$ cat src/rtl/pe_pkg.sv
`default_nettype none
// +----------------------------------------------------------------------------+
// | Module   : pe_pkg                                                          |
// | Brief    : Shared widths and queue entry layout for the event queue.       |
// | Revision : 1.0                                                             |
// +----------------------------------------------------------------------------+
package pe_pkg;

    localparam int c_code_w = 2;
    localparam int c_ts_w   = 8;

    typedef struct packed {
        logic [c_code_w-1:0] code;
        logic [c_ts_w-1:0]   ts;
    } pe_entry_t;

endpackage : pe_pkg
`default_nettype wire

$ cat src/rtl/pe_fifo_mem.sv
`default_nettype none
// +----------------------------------------------------------------------------+
// | Module   : pe_fifo_mem                                                     |
// | Brief    : DEPTH-entry register array, one write port, async read port.    |
// | Revision : 1.0                                                             |
// +----------------------------------------------------------------------------+
module pe_fifo_mem #(
    parameter int DEPTH = 4,
    parameter int DW    = 2,
    parameter int AW    = $clog2(DEPTH)
) (
    input  logic          clk,
    input  logic          i_we,
    input  logic [AW-1:0] i_waddr,
    input  logic [DW-1:0] i_wdata,
    input  logic [AW-1:0] i_raddr,
    output logic [DW-1:0] o_rdata
);

    // Storage is deliberately unreset; validity is tracked by the count.
    logic [DW-1:0] r_mem [DEPTH];

    always_ff @(posedge clk) begin
        if (i_we) begin
            r_mem[i_waddr] <= i_wdata;
        end
    end

    assign o_rdata = r_mem[i_raddr];

endmodule : pe_fifo_mem
`default_nettype wire

$ cat src/rtl/priority_event_queue.sv
`default_nettype none
// +----------------------------------------------------------------------------+
// | Module   : priority_event_queue                                            |
// | Brief    : Edge-detects encoder changes and queues them FIFO with a sticky |
// |            overflow flag. EVENT_TIMESTAMP_EN adds per-entry timestamps.    |
// | Revision : 1.0                                                             |
// +----------------------------------------------------------------------------+
module priority_event_queue
    import pe_pkg::*;
#(
    parameter int DEPTH = 4,
    parameter int CW    = 3
) (
    input  logic                clk,
    input  logic                rst,
    input  logic [c_code_w-1:0] enc_y,
    input  logic                enc_v,
    output logic                out_valid,
    input  logic                out_ready,
    output logic [c_code_w-1:0] out_code,
`ifdef EVENT_TIMESTAMP_EN
    output logic [c_ts_w-1:0]   out_ts,
`endif
    output logic [CW-1:0]       count,
    output logic                overflow,
    input  logic                clr_ovf
);

    localparam int            c_aw   = $clog2(DEPTH);
    localparam logic [CW-1:0] c_full = CW'(DEPTH);
`ifdef EVENT_TIMESTAMP_EN
    localparam int            c_dw   = $bits(pe_entry_t);
`else
    localparam int            c_dw   = c_code_w;
`endif

    logic                r_prev_v;
    logic [c_code_w-1:0] r_prev_y;
    logic [c_aw-1:0]     r_wptr;
    logic [c_aw-1:0]     r_rptr;
    logic [CW-1:0]       r_count;
    logic                r_ovf;

    logic                w_event;
    logic                w_pop;
    logic                w_full;
    logic                w_push;
    logic                w_drop;
    logic [c_dw-1:0]     w_wdata;
    logic [c_dw-1:0]     w_rdata;

    assign w_event = enc_v && (!r_prev_v || (enc_y != r_prev_y));
    assign w_pop   = out_valid && out_ready;
    assign w_full  = (r_count == c_full);
    // A full queue still accepts an event when the head leaves on the same edge.
    assign w_push  = w_event && (!w_full || w_pop);
    assign w_drop  = w_event && w_full && !w_pop;

    always_ff @(posedge clk) begin
        if (rst) begin
            r_prev_v <= 1'b0;
            r_prev_y <= '0;
            r_wptr   <= '0;
            r_rptr   <= '0;
            r_count  <= '0;
            r_ovf    <= 1'b0;
        end else begin
            r_prev_v <= enc_v;
            r_prev_y <= enc_y;
            if (w_push) begin
                r_wptr <= r_wptr + 1'b1;
            end
            if (w_pop) begin
                r_rptr <= r_rptr + 1'b1;
            end
            if (w_push && !w_pop) begin
                r_count <= r_count + 1'b1;
            end else if (w_pop && !w_push) begin
                r_count <= r_count - 1'b1;
            end
            if (w_drop) begin
                r_ovf <= 1'b1;
            end else if (clr_ovf) begin
                r_ovf <= 1'b0;
            end
        end
    end

`ifdef EVENT_TIMESTAMP_EN
    logic [c_ts_w-1:0] r_ts;
    pe_entry_t         w_head;

    always_ff @(posedge clk) begin
        if (rst) begin
            r_ts <= '0;
        end else begin
            r_ts <= r_ts + 1'b1;
        end
    end

    assign w_wdata  = pe_entry_t'{code: enc_y, ts: r_ts};
    assign w_head   = pe_entry_t'(w_rdata);
    assign out_code = out_valid ? w_head.code : '0;
    assign out_ts   = out_valid ? w_head.ts   : '0;
`else
    assign w_wdata  = enc_y;
    assign out_code = out_valid ? w_rdata : '0;
`endif

    pe_fifo_mem #(
        .DEPTH (DEPTH),
        .DW    (c_dw),
        .AW    (c_aw)
    ) u_mem (
        .clk     (clk),
        .i_we    (w_push && !rst),
        .i_waddr (r_wptr),
        .i_wdata (w_wdata),
        .i_raddr (r_rptr),
        .o_rdata (w_rdata)
    );

    assign out_valid = (r_count != '0);
    assign count     = r_count;
    assign overflow  = r_ovf;

endmodule : priority_event_queue
`default_nettype wire

$ cat config.mk
export PLATFORM = sky130hd
export DESIGN_NAME = priority_event_queue
export DESIGN_NICKNAME = d
export VERILOG_FILES = /design/src/rtl/pe_pkg.sv /design/src/rtl/pe_fifo_mem.sv /design/src/rtl/priority_event_queue.sv
export SDC_FILE = /design/constraint.sdc
export NUM_CORES = 1
export LEC_CHECK = 0
export ABC_AREA = 1
export CAP_MARGIN = 20
export CORE_MARGIN = 2
export CORE_UTILIZATION = 47
export DETAILED_ROUTE_END_ITERATION = 7
export PLACE_DENSITY = 0.73
export SETUP_SLACK_MARGIN = 0.02
export SYNTH_ARGS = -nofsm -noshare
export SYNTH_HDL_FRONTEND = slang
export SYNTH_SLANG_ARGS = --single-unit
$ cat constraint.sdc
create_clock -name clk -period 2.1 [get_ports clk]
set_input_delay 0.525 -clock clk [delete_from_list [all_inputs] [get_ports clk]]
set_output_delay 0.525 -clock clk [all_outputs]
set_load 0.01 [all_outputs]
==> Yosys cells after proc, flatten, opt, wreduce, memory -nomap -nowiden <==
Memory sizes are Yosys's and may differ from the RTL's. A register that Yosys moved wholly into a read port is not among the register bits.
Cells that the tools add are included.
{ "op_classes": {"add_sub_neg": 4, "eq_ne": 2, "mux": 9, "n_reduce_logical": 18} }
{ "ops": {"columns": ["operator", "n"], "rows": [
  ["$logic_and 1x1->1", 8],
  ["$mux 2", 3],
  ["$mux 3", 2],
  ["$logic_not 1->1", 5],
  ["$add 2x1->2 const B", 2],
  ["$mux 1", 4],
  ["$reduce_bool 2->1", 2],
  ["$add 3x1->3 const B", 1],
  ["$eq 3x3->1 const B", 1],
  ["$reduce_bool 3->1", 1],
  ["$sub 3x1->3 const B", 1],
  ["$logic_or 1x1->1", 2],
  ["$ne 2x2->1", 1]
]} }
{ "totals": {"ff_bits": 11, "ramBits": 8, "input_bits": 7, "out_inout_bits": 7, "n_memories": 1} }
{ "mem_list": {"columns": ["name", "words", "word_bits", "read_ports", "rd_ports_with_merged_regs", "write_ports", "line_no", "rtl"], "rows": [
  ["u_mem.r_mem", 4, 2, 1, 1, 1, "pe_fifo_mem.sv:21", "logic [DW-1:0] r_mem [DEPTH];"]
]} }

==> Depth between registers and ports, before layout <==
{ "depth": {"word_depth": 8, "mapped_depth": 14, "ltp_nobuf": 14} }

==> Hierarchy <==
A second synthesis with hierarchy kept.
{ "unflattened": {"cells_unflattened": 112, "area_unflattened_um2": 925.9} }
{ "modules_own_cells": {"columns": ["mod", "instances", "cells_each", "area_each_um2", "seq_area_each_um2"], "rows": [
  ["priority_event_queue", 1, 73, 559.3, 220.2],
  ["pe_fifo_mem", 1, 39, 366.6, 240.2]
]} }

==> Least setup slack after synthesis <==
No wires, ideal clock.
{ "synth_path": {"path_kind": "in2reg", "start": "input enc_y[1]", "end": "register r_count[2], in the netlist count[2]", "setup_time_ns": 0.122, "t_arrival_ns": 1.890, "t_required_ns": 1.978, "slack_ns": 0.088, "stages": 14, "path_buffers": 0, "path_cell_list": "inv_2 nand2_1 nand2_1 nor2_2 nand2_2 nand3_2 inv_2 ha_1 inv_1 fa_1 a21oi_1 o21ai_0 o21ai_0 a21oi_1"} }
{ "synth_between": {"elab_chain_cells": 7, "word_cells_on_any_way": 9} }
{ "synth_rtl": {"columns": ["item", "line_no", "rtl"], "rows": [
  ["start: declaration", "priority_event_queue.sv:16", "input logic [c_code_w-1:0] enc_y,"],
  ["$ne 2x2->1 (*)", "priority_event_queue.sv:52", "assign w_event = enc_v && (!r_prev_v || (enc_y != r_prev_y));"],
  ["$logic_or 1x1->1 (*)", "priority_event_queue.sv:52", null],
  ["$logic_and 1x1->1 (*)", "priority_event_queue.sv:52", null],
  ["$logic_and 1x1->1 (*)", "priority_event_queue.sv:56", "assign w_push = w_event && (!w_full || w_pop);"],
  ["$logic_not 1->1", "priority_event_queue.sv:78", "end else if (w_pop && !w_push) begin"],
  ["$logic_and 1x1->1", "priority_event_queue.sv:78", null],
  ["$reduce_bool 2->1 (no line)", null, null],
  ["end signal: assignment", "priority_event_queue.sv:77", "r_count <= r_count + 1'b1;"],
  ["end signal: assignment", "priority_event_queue.sv:79", "r_count <= r_count - 1'b1;"],
  ["end: declaration", "priority_event_queue.sv:41", "logic [CW-1:0] r_count;"]
]} }
Every way passes the cells marked *; elsewhere a longest branch is shown, timed or not.
A chain may end at the register's enable or synchronous reset.

==> Worst setup path after layout <==
{ "layout_path": {"start": "register r_count[0], in the netlist count[0]", "end": "register r_count[2], in the netlist count[2]"} }
{ "layout_between": {"elab_chain_cells": 7, "word_cells_on_any_way": 15} }
{ "layout_rtl": {"columns": ["item"], "rows": [
  ["parallel branches: the longest is 7 deep, another holds $sub 3x1->3"]
]} }
Parallel ways; which one is timed is not known. The select of a mux whose other input is x is not followed.

==> impl_metrics.ini <==
[status]
status = finished clean

[die]
fp.dieH_um = 50.2
design.core.area_um2 = 1980
die_w_um = 50.2
start_util_pct = 50.6
io_pins = 14
die_area_um2 = 2520
rows = 16

[grt]
grt_pass1_wl_um = 3040
grt_usage_pct = 15.9
grt_max_degree = 12
grt_pass1_vias = 733
antenna_found_initial = 0
grt_overflow = 0

[finish]
n_antenna_cell = 0
layout.cells.most_common_list = inv_1, nor2_1, buf_4
areaGrowthSynthToFinish_pct = 33.0
nets = 160
final_common_cell = inv_1
drive_above_1_share_pct = 30.1

[synth]
muxShareOfSynthArea_pct = 0
synth.largest_area_cell = dfxtp_1
postSynthAreaPerCell_um2 = 8.73
ys_seq_area_share_pct = 49.9
synthCells = 115
yosys_warnings = 0
syn_nets = 128
synth-xor-area-share_pct = 0.873
synth_seq_cells = 21
ys_top_cells_by_area = dfxtp_1, edfxtp_1, inv_1
netlist_area_um2 = 1000
synth_simple_gate_area_share_pct = 21.4
synth_compound_area_share_pct = 9.48
netlist.area_leader.share_pct = 25.9
synth_top_family_by_area = simple AND/OR/NAND/NOR gates
synthAdderAreaFrac_pct = 8.23
synthDistinctLibCells = 20

[hold_path]
hold_start = overflow
min_path_cells = 2
whs_endpoint = overflow
hold_class = reg2reg

[clock_tree]
clk_latency_ns = 0.30
clock_path_buffers = 2
clkTransAtPathRegs_ns = 0.11
cts_tree = done
htreeDepth = 1
cts.sinks = 21
ctsHoldBuffers = 0
cts-root-buf = clkbuf_4
numCtsBuffers = 3

[setup_path]
path_buf_inv = 4
worst_path_max_delay_cell = fa_2
path_delay_family = adder cells
crit_required_ns = 2.30
path_cells = inv_2, nand2_1, nor2_4, buf_4, nor2_4, inv_2, ha_4, inv_2, fa_2, a21oi_2, o21ai_2, o21ai_1, a21oi_1
arrival_ns = 2.24
start_kind = flop
cp_max_fo = 4
rrSetupSlack_ns = 0.07
slowest_delay_ns = 0.38
reg2reg_from = count[0]
worstSetupPathType = reg2reg
ff2ff_path_depth = 13
critPathCaptureType = flop
cpMostUsedCell = inv_2
cp.depth = 13
r2r_end = count[2]

[routing]
drt-total-wl_um = 1900
drc = 0
postRouteAntennaNets = 0
routedWlPerCell_um = 11.0
drt_pass1_iterations = 4
vias_per_cell = 4.52
drt-initial-drc-count = 5
vias = 782

[placement]
gp_congestion = 0.790
dp_hpwl_um = 1430
io_buffers = 13
preCtsSetupSlack_ns = -0.510

[power_and_ir_drop]
total_power_mw = 1.43
powerDensity_nw_per_um2 = 1070
p_leak_nw = 0.611
vdd_ir_drop_max_uv = 858

[timing]
fin_ws_ns = 0.0653
period_share_pct = 96.9
setup_viol = 0
slew_headroom_pct = 82.0
hold_violations = 0
fin_hold_ws_ns = 0.474
max_slew.worst_pin.slew_ns = 0.270
layout_min_cycle_time_ns = 2.03
fmax_mhz = 491
skew_ns = 0.00131
maxSlewViolCount = 0

[run]
drv_cap = 0
## what timing repair did
action,CTS,global route
gates resized for setup,12,7
endpoints found under the setup margin,4,3
pin swaps,1,6
buffers inserted,0,2
## power by group
part / total [mW] / internal (mW) / switching (mW)
sequential: 0.563 / 0.493 / 0.0704
clock: 0.190 / 0.0740 / 0.116
combinational: 0.673 / 0.336 / 0.337
total: 1.43 / 0.903 / 0.523
## cell families (layout without fill, tap and decap cells)
| kind of cell | Yosys count | in the layout |
|---|---|---|
| XOR/XNOR | 1 | 1 |
| flip-flops | 21 | 21 |
| buffers and inverters | 27 | 58 |
| AND/OR/NAND/NOR | 41 | 41 |
| AO/OA/AOI/OAI | 19 | 19 |
| adder cells (fa/ha/maj) | 6 | 6 |
## cells in the mapped netlist (all sizes together)
cell    instances
edfxtp          8
o21ai           9
dfxtp          13
ha              5
inv            27
nand3b          1
nand2          15
a21oi          10
nand3           1
nor2           21
nand4           3
fa              1
xor2            1
## per-layer routing
layer / global-route usage (%) / part of all wire, % / vias to the layer above
li1: - / - / 421
met3: 2.08 / 2.6 / 3
met1: 20.3 / 42 / 348
met4: 6.94 / 1.3 / 0
met5: 0 / 0 / -
met2: 26.8 / 54 / 10
## how the worst max path moves through the flow
stage	slack (ns)	to	startpoint
6_report	0.07	count[2]	count[0]
5_1_grt	-0.05	count[2]	count[0]
4_1_cts	0.02	out_valid	count[0]
3_5_place_dp	-0.51	count[2]	enc_y[1]
3_3_place_gp	-0.42	count[2]	enc_y[1]
2_1_floorplan	0.09	count[2]	enc_y[1]
## area by class of cell
type	instances	area (um^2)
sequential	21	505
fill	156	647
multi-input combinational	67	433
inverter	27	101
clock buffer	4	26.3
tap	27	33.8
timing repair buffer	27	235
## worst min-delay path: stages, from the launching register on
cell and delay (ns):
dfxtp_1 0.33, nand2_1 0.06, a21oi_1 0.06
## metrics by stage
step           area, um^2  TNS [ns]  utilization [%]  instances
2_1_floorplan        1000         0                -        115
3_3_place_gp         1260    -0.887             63.4        167
3_5_place_dp         1260     -1.00             63.4        167
4_1_cts              1290         0             65.3        171
5_1_grt              1340   -0.0541             67.4        173
6_report             1340         0             67.4        173
## state kept, by name (all words and copies together) (netlist names), named ones only
signal       flops
r_prev_y         2
r_prev_v         1
r_rptr           2
count            3
overflow         1
u_mem.r_mem      8
r_wptr           2
(Power assumes the default switching activity.)
